==> src/rtl/floppy_req_sched.sv <==
// ============================================================================
// Module      : floppy_req_sched
// Description : Round-robin scheduler for floppy track-load requests onto the
//               single floppy_req IRQ channel, with ACK sniffing and retry.
// Revision    : 1.0  initial release
// ============================================================================
`default_nettype none

module floppy_req_sched #(
  parameter logic [7:0] c_addr_ack     = 8'hD1,
  parameter int         c_pulse_len    = 4,
  parameter int         c_timeout_bits = 24,
  parameter int         c_retries      = 2
) (
  input  logic        clk,
  input  logic        reset,
  input  logic        req0,
  input  logic        req1,
  input  logic [6:0]  track0,
  input  logic [6:0]  track1,
  input  logic        spi_wr,
  input  logic [31:0] spi_addr,
  output logic        floppy_req,
  output logic [7:0]  floppy_req_type,
  output logic        ready0,
  output logic        ready1,
  output logic        busy,
  output logic        err
);

  localparam int c_pulse_w = (c_pulse_len > 1) ? $clog2(c_pulse_len) : 1;
  localparam int c_retry_w = (c_retries > 0) ? $clog2(c_retries + 1) : 1;

  typedef enum logic [1:0] {
    ST_IDLE  = 2'd0,
    ST_ISSUE = 2'd1,
    ST_WAIT  = 2'd2
  } state_t;

  state_t                      state_q, state_d;
  logic [1:0]                  pend_q, pend_d;
  logic [1:0][6:0]             pend_trk_q, pend_trk_d;
  logic [1:0][6:0]             loaded_trk_q, loaded_trk_d;
  logic [1:0]                  loaded_valid_q, loaded_valid_d;
  logic                        rr_q, rr_d;
  logic [7:0]                  type_q, type_d;
  logic [c_pulse_w-1:0]        pulse_cnt_q, pulse_cnt_d;
  logic [c_timeout_bits-1:0]   to_cnt_q, to_cnt_d;
  logic [c_retry_w-1:0]        retry_q, retry_d;
  logic                        err_q, err_d;
  logic [1:0]                  ready_q, ready_d;

  logic [1:0] req_v;
  logic       sel;
  logic       drv;
  logic       ack;
  logic       timeout;
  logic       unused_addr_bits;

  assign req_v            = {req1, req0};
  assign drv              = type_q[7];
  // Only the top address byte identifies the ACK register; the rest is payload.
  assign ack              = spi_wr && (spi_addr[31:24] == c_addr_ack);
  assign unused_addr_bits = ^spi_addr[23:0];
  assign timeout          = to_cnt_q[c_timeout_bits-1];

  assign busy            = (state_q == ST_ISSUE) || (state_q == ST_WAIT);
  assign floppy_req      = (state_q == ST_ISSUE);
  assign floppy_req_type = type_q;
  assign ready0          = ready_q[0];
  assign ready1          = ready_q[1];
  assign err             = err_q;

  always_comb begin
    state_d        = state_q;
    pend_d         = pend_q;
    pend_trk_d     = pend_trk_q;
    loaded_trk_d   = loaded_trk_q;
    loaded_valid_d = loaded_valid_q;
    rr_d           = rr_q;
    type_d         = type_q;
    pulse_cnt_d    = pulse_cnt_q;
    to_cnt_d       = to_cnt_q;
    retry_d        = retry_q;
    err_d          = err_q;
    sel            = rr_q;

    // Capture runs in every state; the in-flight request lives in type_q only.
    if (req0) begin
      pend_d[0]     = 1'b1;
      pend_trk_d[0] = track0;
    end
    if (req1) begin
      pend_d[1]     = 1'b1;
      pend_trk_d[1] = track1;
    end

    case (state_q)
      ST_IDLE: begin
        if (|pend_q) begin
          if (pend_q == 2'b01)      sel = 1'b0;
          else if (pend_q == 2'b10) sel = 1'b1;
          else                      sel = rr_q;
          type_d      = {sel, pend_trk_q[sel]};
          if (!req_v[sel]) pend_d[sel] = 1'b0;
          rr_d        = ~sel;
          pulse_cnt_d = '0;
          state_d     = ST_ISSUE;
        end
      end

      ST_ISSUE: begin
        if (pulse_cnt_q == c_pulse_w'(c_pulse_len - 1)) begin
          to_cnt_d = '0;
          state_d  = ST_WAIT;
        end else begin
          pulse_cnt_d = pulse_cnt_q + c_pulse_w'(1);
        end
      end

      ST_WAIT: begin
        if (ack) begin
          loaded_trk_d[drv]   = type_q[6:0];
          loaded_valid_d[drv] = 1'b1;
          retry_d             = '0;
          state_d             = ST_IDLE;
        end else if (timeout) begin
          if (int'(retry_q) < c_retries) begin
            retry_d     = retry_q + c_retry_w'(1);
            pulse_cnt_d = '0;
            state_d     = ST_ISSUE;
          end else begin
            err_d               = 1'b1;
            loaded_valid_d[drv] = 1'b0;
            retry_d             = '0;
            state_d             = ST_IDLE;
          end
        end else begin
          to_cnt_d = to_cnt_q + c_timeout_bits'(1);
        end
      end

      default: state_d = ST_IDLE;
    endcase
  end

  // Ready compares against the last requested track, so a newer request that
  // has not been served yet keeps the drive not-ready.
  always_comb begin
    ready_d = '0;
    for (int n = 0; n < 2; n++) begin
      ready_d[n] = loaded_valid_q[n] && !pend_q[n] && !(busy && (drv == n[0]))
                   && (loaded_trk_q[n] == pend_trk_q[n]);
    end
  end

  always_ff @(posedge clk) begin
    if (reset) begin
      state_q        <= ST_IDLE;
      pend_q         <= '0;
      pend_trk_q     <= '0;
      loaded_trk_q   <= '0;
      loaded_valid_q <= '0;
      rr_q           <= 1'b0;
      type_q         <= '0;
      pulse_cnt_q    <= '0;
      to_cnt_q       <= '0;
      retry_q        <= '0;
      err_q          <= 1'b0;
      ready_q        <= '0;
    end else begin
      state_q        <= state_d;
      pend_q         <= pend_d;
      pend_trk_q     <= pend_trk_d;
      loaded_trk_q   <= loaded_trk_d;
      loaded_valid_q <= loaded_valid_d;
      rr_q           <= rr_d;
      type_q         <= type_d;
      pulse_cnt_q    <= pulse_cnt_d;
      to_cnt_q       <= to_cnt_d;
      retry_q        <= retry_d;
      err_q          <= err_d;
      ready_q        <= ready_d;
    end
  end

endmodule

`default_nettype wire

==> config.mk <==
export PLATFORM = sky130hd
export DESIGN_NAME = floppy_req_sched
export DESIGN_NICKNAME = d
export VERILOG_FILES = /design/src/rtl/floppy_req_sched.sv
export SDC_FILE = /design/constraint.sdc
export NUM_CORES = 1
export LEC_CHECK = 0
export ABC_CLOCK_PERIOD_IN_PS = 2250
export CAP_MARGIN = 15
export CORE_ASPECT_RATIO = 0.9
export CORE_MARGIN = 2
export CORE_UTILIZATION = 30
export DETAILED_ROUTE_END_ITERATION = 8
export PLACE_DENSITY = 0.48
export RECOVER_POWER = 25
export SYNTH_ARGS = -nofsm -noshare
export SYNTH_HDL_FRONTEND = slang
export SYNTH_SLANG_ARGS = --single-unit
==> constraint.sdc <==
create_clock -name clk -period 2.25 [get_ports clk]
set_input_delay 0.5625 -clock clk [delete_from_list [all_inputs] [get_ports clk]]
set_output_delay 0.5625 -clock clk [all_outputs]
set_load 0.01 [all_outputs]
Word level (Yosys, flattened, before mapping):

Index checks and enable logic that the tools add are counted.

* eq/ne operators: 17
* mux-type cells: 42
* add/sub/neg operators: 3
* reduce and logical (&&, ||, !) cells: 30
* bitwise operators: 9
* $lt $le $gt $ge: 5

Operators by type and width (count)
* 2-to-1 mux 24 bit: 3
* one-hot mux 24 bit (2 select lines): 1
* 2-to-1 mux 2 bit: 18
* adder 24 x 1 -> 24 bit (second input constant): 1
* 2-to-1 mux 7 bit: 3
* bitwise mux 14 bit: 1
* == test 7 bit: 2
* != test 2 bit (second input constant): 6
* one-hot mux 2 bit (3 select lines): 2
* logical AND 1 bit: 11
* 2-to-1 mux 1 bit: 11
* AND reduction 3 bit: 3
* == test 8 bit (second input constant): 1
* AND reduction 4 bit: 2
* demux 7 bit (select 1 bit): 1
* == test 2 bit (second input constant): 3
* AND reduction 2 bit: 3
* AND reduction 6 bit: 1
* adder 2 x 1 -> 2 bit (second input constant): 2
* bitwise AND 2 bit: 2
* == test 2 x 1 -> 1 bit (second input constant): 2
* logical NOT 1 bit: 4
* less-than comparator 1 x 2 -> 1 bit (second input constant): 2
* != test 2 x 1 -> 1 bit (second input constant): 2
* other kinds (12): 19

* bits in registers: 74
* output and inout bits: 13

Longest topological paths before layout:

Gate-level depths: netlist (run 1).

* depth in word-level cells: 14
* gate-level depth with buffers: 7

Worst setup path before layout (run 1):

Ideal clock, no wire load.

* path kind: flip-flop to flip-flop
* from: register state_q[0]
* to: register to_cnt_q[16]
* cell stages (with the launch flop): 8
* required time: 2.178 ns
* path buffers: 1
* data arrival time: 1.849 ns
* setup time: 0.072 ns
* setup slack: 0.329 ns
* path through: dfxtp_1 -> inv_1 -> ha_1 -> nand2b_1 -> buf_2 -> a2bb2oi_2 -> a2111oi_1 -> mux2i_1

* longest elaborated chain between the ends: 3

RTL lines
* from (decl): line 40 `state_t state_q, state_d;`
* from (signal assigned): line 172 `state_q <= state_d;`
* == test 2 bit / == test 2 x 1 -> 1 bit (equally long branches): line 98 `case (state_q)`
* != test 2 bit (no line), or another cell as far along
* AND reduction 4 bit (no line)
* to (signal assigned): line 180 `to_cnt_q <= to_cnt_d;`
* to (decl): line 48 `logic [c_timeout_bits-1:0] to_cnt_q, to_cnt_d;`

Several ways; a longest one is shown, not always the timed one.
A chain may end at the register's enable or synchronous reset.

Worst setup path after layout (run 1):

* from: register state_q[1]
* to: output port floppy_req

* longest elaborated chain between the ends: 1

RTL lines
* == test 2 x 1 -> 1 bit: line 68 `assign floppy_req = (state_q == ST_ISSUE);`
* to (decl): line 23 `output logic floppy_req,`

Every way passes these cells.

==> results of run 1 <==
==> cells by family after synthesis <==
group	share of synthesized area (%)
AO/OA/AOI/OAI	17.9
XOR/XNOR	3.26
adder cells (fa/ha/maj)	2.26
buffers and inverters	4.16
flip-flops	39.4
multiplexers	11.2
AND/OR/NAND/NOR	21.8
==> final cells by class <==
type                    instances  area (um2)  area share [%]
repair buffers                 72         648            13.5
flip-flops and latches         74        1480            30.8
clock buffers                  12         246            5.12
inverters                      10        37.5           0.780
multi-input cells             304        2120            44.1
clock inverters                 4        75.1            1.56
well taps                     160         200            4.16
==> sequential cells by signal (all words and copies together), names as in the netlist, named ones only <==
signal / count
to_cnt_q: 24
loaded_trk_q: 14
pend_trk_q: 14
floppy_req_type: 8
pend_q: 2
pulse_cnt_q: 2
ready_q: 2
retry_q: 2
state_q: 2
err: 1
rr_q: 1
==> per-layer routing <==
metal  global-route usage (%)  up-vias  share of wire (%)
met5                        0        -                  0
met4                     5.91        0                1.3
met3                     2.78        7                2.6
met2                     24.6       44                 44
met1                     23.0     1530                 52
li1                         -     1658                  -
==> where the power goes <==
group          switching (mW)  internal (mW)
Combinational           0.477          0.392
Sequential             0.0672           1.39
Clock                   0.553           1.00
Total                    1.10           2.78
==> placed cells by master, fill, tap and decap left out, types with 14 or more instances in the layout <==
master / Yosys / layout
a21oi_1: 21 / 21
xor2_1: 14 / 14
o21ai_0: 22 / 22
nand2b_1: 17 / 17
or3_1: 14 / 14
clkdlybuf4s50_1: 0 / 35
dfxtp_1: 74 / 73
nand3_1: 15 / 15
mux2i_1: 42 / 42
nor2_1: 31 / 31
buf_4: 1 / 32
a211oi_1: 14 / 14
nand2_1: 25 / 25
==> through the flow <==
stage                     TNS (ps)  power (mW)
final                            0        3.88
after global routing             0        4.09
after CTS                        0        3.96
after detailed placement     -4620        2.35
after global placement       -3840        2.34
after floorplan                  0        1.95
==> worst register-to-register path: stages, from the launching register on <==
cell	delay [ps]
dfxtp_1	360
inv_1	90
ha_1	230
buf_4	170
inv_1	240
nor4_4	110
buf_4	190
nor4_1	360
mux2i_1	230
==> worst paths after layout <==
path / startpoint / to / cells past startpoint
worst max-delay path: state_q[1] / floppy_req / 3
worst min-delay path: flip-flop / ready_q[0] / 2
worst max register to register: state_q[0] / to_cnt_q[21] / 8
worst min register to register: flip-flop / ready_q[0] / 2
==> timing repair <==
action,4_1_cts,5_1_grt
hold endpoints to repair,0,0
resized for setup,2,2
setup endpoints to repair,1,6
pin swaps,0,0
==> impl_results.md, run 1 <==
- DRC: 0
- Worst Setup Path Type: flip-flop to primary output
- Core Footprint: between 0.01 and 0.015 mm2
- Slew headroom: about three fifths
- DP HPWL: roughly 7000 um
- Max-cap violations: 0
- Clock Sinks: 74
- Top cells by count, synth: dfxtp_1 (74), mux2i_1 (42), nor2_1 (31), nand2_1 (25), o21ai_0 (22)
- Max Slew Vio Count: 0
- Largest net degree at the start of global routing: 26
- Worst path cell trace: inv_1 -> ha_1 -> clkdlybuf4s50_1
- Clock Tree Buf Depth: 2
- Yosys warnings: 0
- Status: finished clean
- Util after Layout: around two fifths
- Skew final: 5.61 ps
- Hold-fix buffers at CTS: 0
- Fillers: 1252
- Placed inst area: about 0.0045 mm2
- Layout Cells excl Fill: 636
- I/O Pins: 64
- WP buf/inv: 2
- Synthesized cell area: 0.00376 mm2
- Post-Place Setup Slack: -204 ps
- Post-synth EDFFs: 0
- Global-route wire length before repair: 16800 um
- RSZ-0062 raised after global routing: no
- Most common cell in the netlist: dfxtp_1
- Post-Syn Area per Cell: approximately 9.1 um2
- R2r setup slk: around 210 ps
- Final Worst Setup Slack: about 110 ps
- CP startpoint kind: flip-flop
- Reg clk slew, reported paths: around 60 ps
- Worst path required time: around 1700 ps
- H-tree depth: 3
- Tot GR Track Use: ~16%
- GP Congestion: 0.778
- Area Overhead vs Synth: 28.0%
- Yosys reg bits: 74
- Setup-failing EPs final: 0
- Main synth FF type: dfxtp_1
- Drt total wl: just under 10000 um
- CTS tree: yes
- # Post-CTS Setup Buffers: 0
- Crit path max-delay family: buffers and inverters
- Crit path time final: approximately 2100 ps
- Die width: ~120 um
- P_leak: approximately 1.8 nW
- # placed instances: between 600 and 700
- Period utilisation layout: around 95%
- Worst-skew pair later-pin latency: 340 ps
- Hold Violations, Final: 0
- Fraction of layout cells with a size suffix above 1: 12.4%
- Count of cell types in the netlist: 50
- Synth top area cells: dfxtp_1 (39%), mux2i_1 (11%), xor2_1 (3.3%)
- Nets@finish: roughly 530
- Synth top area share: between 30% and 40%
- Fmax: between 400 and 500 MHz
- Initial antenna violation count: 0
- Cell taking the most area after synthesis: dfxtp_1
- CP max stage cell: clkdlybuf4s50_1
- Critical path's largest stage delay: 570 ps
- Post-synth net total: 470
- CP Max Fanout: 4
- Row Count: 38
- Die area: between 0.01 and 0.015 mm2
- Port bufs: 39
- Critical Path AT: 1580 ps
- Initial core utilization: 31.0%
- Routed via count: between 3000 and 4000
- Worst-margin pin slew: around 620 ps
- Max IR drop VDD: 0.327 mV
- Number of global-route vias before repair: ~3200
- CTS buffer count: 9
- DRT iter0 DRCs: 225
- Root Driver: clkbuf_16
- # diodes: 0
- PD cells: ~800 mW/mm2
- Kind of end point of the critical path: primary output
- Design Area, Final: between 0.004 and 0.005 mm2
- Detail Route Antenna Nets: 0
- Post-synthesis sequential area ratio: 39.4%
- Wire per inst: between 15 and 20 um
- Die H: about 110 um
- Drt pass-1 iters: 4
- Hold/Removal Path Class: flip-flop to flip-flop
- Via density: ~5.1
- Hold slack: roughly 460 ps
- Syn Inst Count: between 400 and 500
- Remaining Overflow, GRT: 0
- Fraction of registers with async set or reset after synthesis: 0%
Power figures use the tool's default switching activity.
==> run 2, diff against run 1 <==
--- a/config.mk
+++ b/config.mk
@@ -10,9 +10,11 @@
 export CORE_ASPECT_RATIO = 0.9
 export CORE_MARGIN = 2
 export CORE_UTILIZATION = 30
+export CTS_CLUSTER_DIAMETER = 60
 export DETAILED_ROUTE_END_ITERATION = 8
 export PLACE_DENSITY = 0.48
 export RECOVER_POWER = 25
+export SKIP_LAST_GASP = 1
 export SYNTH_ARGS = -nofsm -noshare
 export SYNTH_HDL_FRONTEND = slang
 export SYNTH_SLANG_ARGS = --single-unit
==> results of run 2 <==
No change in the layout: final DEF, timing and power equal those of run 1.
